[config.mk]
export PLATFORM = sky130hd
export DESIGN_NAME = mux_scan_ctrl_flat
export DESIGN_NICKNAME = d
export VERILOG_FILES = /design/src/rtl/mux_scan_pkg.sv /design/src/rtl/mux_scan_ctrl_if.sv /design/src/rtl/mux_scan_packer.sv /design/src/rtl/mux_scan_ctrl.sv /design/src/flat_wrapper.sv
export SDC_FILE = /design/constraint.sdc
export NUM_CORES = 1
export LEC_CHECK = 0
export ABC_AREA = 1
export BUFFER_PORTS_ARGS = -buffer_cell sky130_fd_sc_hd__buf_2
export CORE_UTILIZATION = 45
export DETAILED_ROUTE_END_ITERATION = 16
export PLACE_DENSITY = 0.7
export SYNTH_ARGS = -nofsm -noshare
export SYNTH_HDL_FRONTEND = slang
export SYNTH_SLANG_ARGS = --single-unit
[constraint.sdc]
create_clock -name clk -period 1.75 [get_ports clk]
set_clock_uncertainty 0.15 [all_clocks]
set_input_delay 0.0875 -clock clk [delete_from_list [all_inputs] [get_ports clk]]
set_output_delay 0.0875 -clock clk [all_outputs]
set_load 0.05 [all_outputs]
[src/rtl/mux_scan_pkg.sv]
// Shared types and default widths for the mux scan sequencer.
package mux_scan_pkg;

  localparam int unsigned DefAddrW = 16;
  localparam int unsigned DefWordW = 8;

  typedef enum logic [1:0] {
    StIdle,
    StScan,
    StHold
  } state_e;

endpackage

[src/rtl/mux_scan_ctrl_if.sv]
// Word stream from the scan sequencer to its consumer (valid/ready with last).
interface mux_scan_ctrl_if
  import mux_scan_pkg::*;
#(
  parameter int unsigned WORD_W = DefWordW
) ();

  logic [WORD_W-1:0] data;
  logic              valid;
  logic              ready;
  logic              last;

  modport master (output data, output valid, output last, input ready);
  modport slave  (input data, input valid, input last, output ready);

endinterface

[src/rtl/mux_scan_packer.sv]
// Packs serial samples LSB-first into a word; word_o already includes the current sample.
module mux_scan_packer
  import mux_scan_pkg::*;
#(
  parameter int unsigned WORD_W = DefWordW
) (
  input  logic              clk,
  input  logic              rst_n,
  input  logic              load_i,
  input  logic              flush_i,
  input  logic              bit_i,
  output logic [WORD_W-1:0] word_o,
  output logic              full_o
);

  localparam int unsigned IdxW = (WORD_W > 1) ? $clog2(WORD_W) : 1;

  logic [IdxW-1:0]   idx_q, idx_d;
  logic [WORD_W-1:0] pack_q, pack_d;

  always_comb begin
    word_o = pack_q;
    for (int unsigned k = 0; k < WORD_W; k++) begin
      if (idx_q == IdxW'(k)) word_o[k] = bit_i;
    end
  end

  assign full_o = (idx_q == IdxW'(WORD_W - 1));

  always_comb begin
    pack_d = pack_q;
    idx_d  = idx_q;
    if (flush_i) begin
      pack_d = '0;
      idx_d  = '0;
    end else if (load_i) begin
      pack_d = word_o;
      idx_d  = idx_q + IdxW'(1);
    end
  end

  always_ff @(posedge clk or negedge rst_n) begin
    if (!rst_n) begin
      pack_q <= '0;
      idx_q  <= '0;
    end else begin
      pack_q <= pack_d;
      idx_q  <= idx_d;
    end
  end

endmodule

[src/rtl/mux_scan_ctrl.sv]
// Walks the mux select over an address range, packs the sampled bits into words and streams them.
module mux_scan_ctrl
  import mux_scan_pkg::*;
#(
  parameter int unsigned ADDR_W = DefAddrW,
  parameter int unsigned WORD_W = DefWordW
) (
  input  logic              clk,
  input  logic              rst_n,
  input  logic              start_i,
  input  logic [ADDR_W-1:0] start_addr_i,
  input  logic [ADDR_W:0]   count_i,
  input  logic              abort_i,
  output logic [ADDR_W-1:0] sel_o,
  input  logic              mux_y_i,
  output logic              busy_o,
  output logic              done_o,
  mux_scan_ctrl_if.master   out_if
);

  state_e            state_q, state_d;
  logic [ADDR_W-1:0] sel_q, sel_d;
  logic [ADDR_W:0]   rem_q, rem_d;
  logic [WORD_W-1:0] data_q, data_d;
  logic              valid_q, valid_d;
  logic              last_q, last_d;
  logic              zdone_q, zdone_d;

  logic              pk_load, pk_flush, pk_full;
  logic [WORD_W-1:0] pk_word;
  logic              rem_one, complete, can_load;

  mux_scan_packer #(
    .WORD_W (WORD_W)
  ) u_packer (
    .clk     (clk),
    .rst_n   (rst_n),
    .load_i  (pk_load),
    .flush_i (pk_flush),
    .bit_i   (mux_y_i),
    .word_o  (pk_word),
    .full_o  (pk_full)
  );

  assign rem_one  = (rem_q == (ADDR_W + 1)'(1));
  assign complete = pk_full || rem_one;
  assign can_load = !valid_q || out_if.ready;

  always_comb begin
    state_d  = state_q;
    sel_d    = sel_q;
    rem_d    = rem_q;
    data_d   = data_q;
    valid_d  = valid_q;
    last_d   = last_q;
    zdone_d  = 1'b0;
    pk_load  = 1'b0;
    pk_flush = 1'b0;

    if (valid_q && out_if.ready) begin
      valid_d = 1'b0;
      last_d  = 1'b0;
    end

    case (state_q)
      StIdle: begin
        if (start_i) begin
          if (count_i != '0) begin
            state_d  = StScan;
            sel_d    = start_addr_i;
            rem_d    = count_i;
            pk_flush = 1'b1;
          end else begin
            zdone_d = 1'b1;
          end
        end
      end
      StScan, StHold: begin
        if (abort_i) begin
          state_d  = StIdle;
          valid_d  = 1'b0;
          last_d   = 1'b0;
          pk_flush = 1'b1;
        end else if (!complete) begin
          state_d = StScan;
          pk_load = 1'b1;
          sel_d   = sel_q + ADDR_W'(1);
          rem_d   = rem_q - (ADDR_W + 1)'(1);
        end else if (can_load) begin
          // In HOLD sel still points at the word's last bit, so pk_word is complete here too.
          state_d  = rem_one ? StIdle : StScan;
          pk_flush = 1'b1;
          sel_d    = sel_q + ADDR_W'(1);
          rem_d    = rem_q - (ADDR_W + 1)'(1);
          data_d   = pk_word;
          valid_d  = 1'b1;
          last_d   = rem_one;
        end else begin
          state_d = StHold;
        end
      end
      default: state_d = StIdle;
    endcase
  end

  always_ff @(posedge clk or negedge rst_n) begin
    if (!rst_n) begin
      state_q <= StIdle;
      sel_q   <= '0;
      rem_q   <= '0;
      data_q  <= '0;
      valid_q <= 1'b0;
      last_q  <= 1'b0;
      zdone_q <= 1'b0;
    end else begin
      state_q <= state_d;
      sel_q   <= sel_d;
      rem_q   <= rem_d;
      data_q  <= data_d;
      valid_q <= valid_d;
      last_q  <= last_d;
      zdone_q <= zdone_d;
    end
  end

  assign sel_o        = sel_q;
  assign busy_o       = (state_q != StIdle);
  assign done_o       = zdone_q || (valid_q && out_if.ready && last_q);
  assign out_if.data  = data_q;
  assign out_if.valid = valid_q;
  assign out_if.last  = last_q;

endmodule
[src/flat_wrapper.sv]
// flat-port wrapper written by rule: the top's interface ports become plain ports
module mux_scan_ctrl_flat import mux_scan_pkg::*;
#(
  parameter int unsigned ADDR_W = DefAddrW,
  parameter int unsigned WORD_W = DefWordW
)
  (clk, rst_n, start_i, start_addr_i, count_i, abort_i, sel_o, mux_y_i, busy_o, done_o, out_if_data, out_if_valid, out_if_last, out_if_ready);
  mux_scan_ctrl_if #(.WORD_W(WORD_W)) out_if_i ();
  input  logic clk;
  input  logic rst_n;
  input  logic start_i;
  input  logic [ADDR_W-1:0] start_addr_i;
  input  logic [ADDR_W:0] count_i;
  input  logic abort_i;
  output logic [ADDR_W-1:0] sel_o;
  input  logic mux_y_i;
  output logic busy_o;
  output logic done_o;
  output wire logic [$bits(out_if_i.data)-1:0] out_if_data;
  output wire logic [$bits(out_if_i.valid)-1:0] out_if_valid;
  output wire logic [$bits(out_if_i.last)-1:0] out_if_last;
  input wire logic [$bits(out_if_i.ready)-1:0] out_if_ready;
  assign out_if_data = out_if_i.data;
  assign out_if_valid = out_if_i.valid;
  assign out_if_last = out_if_i.last;
  assign out_if_i.ready = out_if_ready;
  mux_scan_ctrl #(.ADDR_W(ADDR_W), .WORD_W(WORD_W)) u_core (.clk(clk), .rst_n(rst_n), .start_i(start_i), .start_addr_i(start_addr_i), .count_i(count_i), .abort_i(abort_i), .sel_o(sel_o), .mux_y_i(mux_y_i), .busy_o(busy_o), .done_o(done_o), .out_if(out_if_i));
endmodule
==> metrics.yaml <==
outcome:
  status: "finished, violations left"
  violations: "setup timing"
cts:
  clock-sinks: 57
  path_clk_slew_ns: 0.07
  ctsRootBufferMaster: "clkbuf_8"
  insertion_delay_ns: 0.34
  cts_max_path_buffers: 2
  cts_buffers: 9
  htreeDepth: 3
  cts_tree: "done"
global_route:
  grt_pass1_vias: 4231
  grt_max_degree: 45
  grt.total_usage_pct: 26.5
  grt_overflow: 0
  grt_pass1_wl_um: 18700
  antenna_found_initial: 0
logic_synthesis:
  synthXorXnorAreaFrac_pct: 1.35
  syn_avg_cell_area_um2: 6.41
  synth_nets: 658
  synth_fa_ha_area_share_pct: 3.53
  yosys-mux-area-fraction_pct: 0
  ys_seq_elements: 57
  synth_compound_area_share_pct: 7.45
  yosysSeqAreaShare_pct: 36.6
  yosys_warnings: 0
  synth_top_family_by_area: "simple AND/OR/NAND/NOR gates"
  synthSimpleGateAreaFrac_pct: 43.3
  syn-cell-area_um2: 3900
  yosys.cell_types.count: 34
  synthCells: 608
worst_setup_path:
  crit_buf_inv: 3
  slowest_stage: "dfrtp_1"
  crit_top_cell: "nand2_1"
  crit_start: "u_core.state_q[1]"
  critPathTopFamily: "simple AND/OR/NAND/NOR gates"
  cp-start-kind: "flop"
  worstSetupEndpointType: "flop"
  arrival_ns: 2.01
  crit_path_cell_trace: "inv_1, ha_4, buf_4, nand2_1, nand2_4, nor2_4, buf_12, nand2_1, nand2_1"
  crit_fanout: 13
  path_depth: 9
  timing.rr.end: "u_core.rem_q[2]"
  timing.rr.start: "u_core.state_q[1]"
  ff2ff_setup_slack_ns: -0.13
  worstPathRequired_ns: 1.87
  crit_end: "u_core.rem_q[2]"
  critPathMaxStageDelay_ns: 0.38
  r2r_cells: 9
  critPathKind: "reg -> reg"
timing:
  slew_headroom_pct: 75.6
  rsz0062_at_grt: "true"
  fin_crit_ns: 1.88
  setup_ws_ns: -0.135
  setup_viol: 52
  worst_pin_slew_ns: 0.361
  drv_slew: 0
  fin_crit_sh_pct: 108
  finalHoldViolations: 0
  clock.fmax_mhz: 531
  timing.hold.ws_ns: 0.0221
drt:
  routedWlPerCell_um: 13.7
  dr_wl_met3_um: 573
  wl_met2_um: 5830
  drcViolationCount: 0
  vias: 4501
  final_antenna_net_count: 0
  firstDrtPassIters: 5
  routed_wl_um: 12000
  first_iter_violations: 346
  top_layer_used: "met4"
  routed_via_density: 5.15
  drt-met1-wl_um: 5260
place:
  place_congestion: 0.868
  place_ws_ns: -0.176
  dp_cells: 810
  portBuffers: 66
  hpwl_um: 7540
worst_hold_path:
  hp-class: "in -> reg"
final_layout:
  area_growth_pct: 45.1
  fin_nets: 814
  drive_above_1_share_pct: 28.9
  n_antenna_cell: 0
  fin_cells: 874
floorplanning:
  die_area_um2: 9040
  initial_core_util_pct: 47.0
  core-area_um2: 8300
  num_io_pins: 67
  rows: 33
  dieWidth_um: 95.1
  fp.dieH_um: 95.1
run:
  maxCapViolCount: 0
power:
  pwr_density_cell_nw_per_um2: 1550
  power_leakage_uw: 0.00302
  vdd_drop_max_v: 0.000658
[placed cells by master, fill, tap and decap left out, types with 7 or more instances in the layout]
| master | instances |
|---|---|
| nand4_1 | 14 |
| inv_2 | 8 |
| nand2_4 | 8 |
| nand3_1 | 24 |
| inv_1 | 42 |
| buf_4 | 49 |
| ha_1 | 8 |
| nor2_2 | 7 |
| dfrtp_1 | 53 |
| nand2_1 | 251 |
| nor2_1 | 55 |
| clkbuf_8 | 10 |
| nand2_2 | 28 |
| buf_2 | 66 |
| a21oi_1 | 12 |
| dlygate4sd3_1 | 36 |
| o21ai_0 | 28 |
[sequential cells by signal, summed over array words and instances, names as in the netlist, 2 cells and up]
signal and count:
u_core.u_packer.pack_q 8, u_core.out_if.data 8, u_core.sel_o 16, u_core.rem_q 17
u_core.u_packer.idx_q 3, u_core.state_q 2
[power breakdown]
part | internal (µW) | leakage [µW] | switching, µW
sequential | 1740 | 0.000739 | 419
clock | 839 | 0.000113 | 572
combinational | 1960 | 0.00217 | 3250
[through the flow]
step | total power, µW | utilization [%] | setup TNS, ns | area [µm²]
2_1_floorplan | 5110 | - | -0.00804 | 3920
3_3_place_gp | 6460 | 56.4 | -3.89 | 4680
3_5_place_dp | 6580 | 56.4 | -6.36 | 4680
4_1_cts | 8180 | 64.4 | -1.31 | 5340
5_1_grt | 9430 | 68.2 | -9.68 | 5660
6_report | 8770 | 68.2 | -3.83 | 5660
[layer usage]
metal	track usage, %	up-vias
met4	9.97	0
met5	0	-
met1	33.3	2093
met2	45.3	158
li1	-	2220
met3	4.70	30
[worst min-delay path, stage by stage]
cell and delay (ns):
buf_2 0.09, nand2_1 0.04, o21ai_0 0.13, nand2_2 0.07, nand2_1 0.06
[area by class of cell]
class | instances | area (µm²)
Clock buffer | 11 | 141
Clock inverter | 5 | 78.8
Fill cell | 672 | 2640
Inverter | 52 | 201
Multi-Input combinational cell | 482 | 2440
Sequential cell | 57 | 1430
Tap cell | 105 | 131
Timing Repair Buffer | 162 | 1230
[synth_stat cells, drive strengths merged]
master    n  area share (%)
or2       5            0.80
nand3b    4            0.77
ha       11             3.5
a21boi    1            0.19
o31ai     1            0.19
xor2      4            0.90
o211ai    1            0.19
xnor2     2            0.45
buf      10             1.9
clkbuf   10            0.96
inv      52             5.0
a31o      1            0.22
nand3    28             3.6
o21bai    1            0.19
a21oi    17             2.2
nand4    14             2.2
nor2     66             7.2
nand2   287              28
and2      1            0.16
dfrtp    57              37
o21ai    32             4.1
nor3      2            0.26
o22ai     1            0.16
[cells by family (layout without fill, tap and decap cells)]
group | count (synthesis) | count (layout)
AO/OA/AOI/OAI | 55 | 55
AND/OR/NAND/NOR | 407 | 410
XOR/XNOR | 6 | 6
buffers and inverters | 72 | 230
flip-flops | 57 | 57
adder cells (fa/ha/maj) | 11 | 11
[how the worst min path moves through the flow]
stage | slack (ns) | cells after the start | end | startpoint
after floorplan | -0.36 | 0 | u_core.out_if.data[0] | rst_n
after global placement | -0.13 | 1 | u_core.sel_o[3] | rst_n
after detailed placement | -0.13 | 1 | u_core.sel_o[3] | rst_n
after CTS | 0.004 | 6 | u_core.zdone_q | count_i[9]
after global routing | 0.06 | 6 | u_core.zdone_q | count_i[6]
final | 0.02 | 5 | u_core.out_if.data[7] | mux_y_i
[what timing repair did]
item | in CTS | in global routing
cloned | 0 | 5
resized for setup | 16 | 65
setup endpoints to repair | 53 | 54
pin swaps | 1 | 17
hold buffers | 36 | 0
hold endpoints to repair | 92 | 0
buffers inserted | 1 | 6
(Power assumes the default switching activity.)
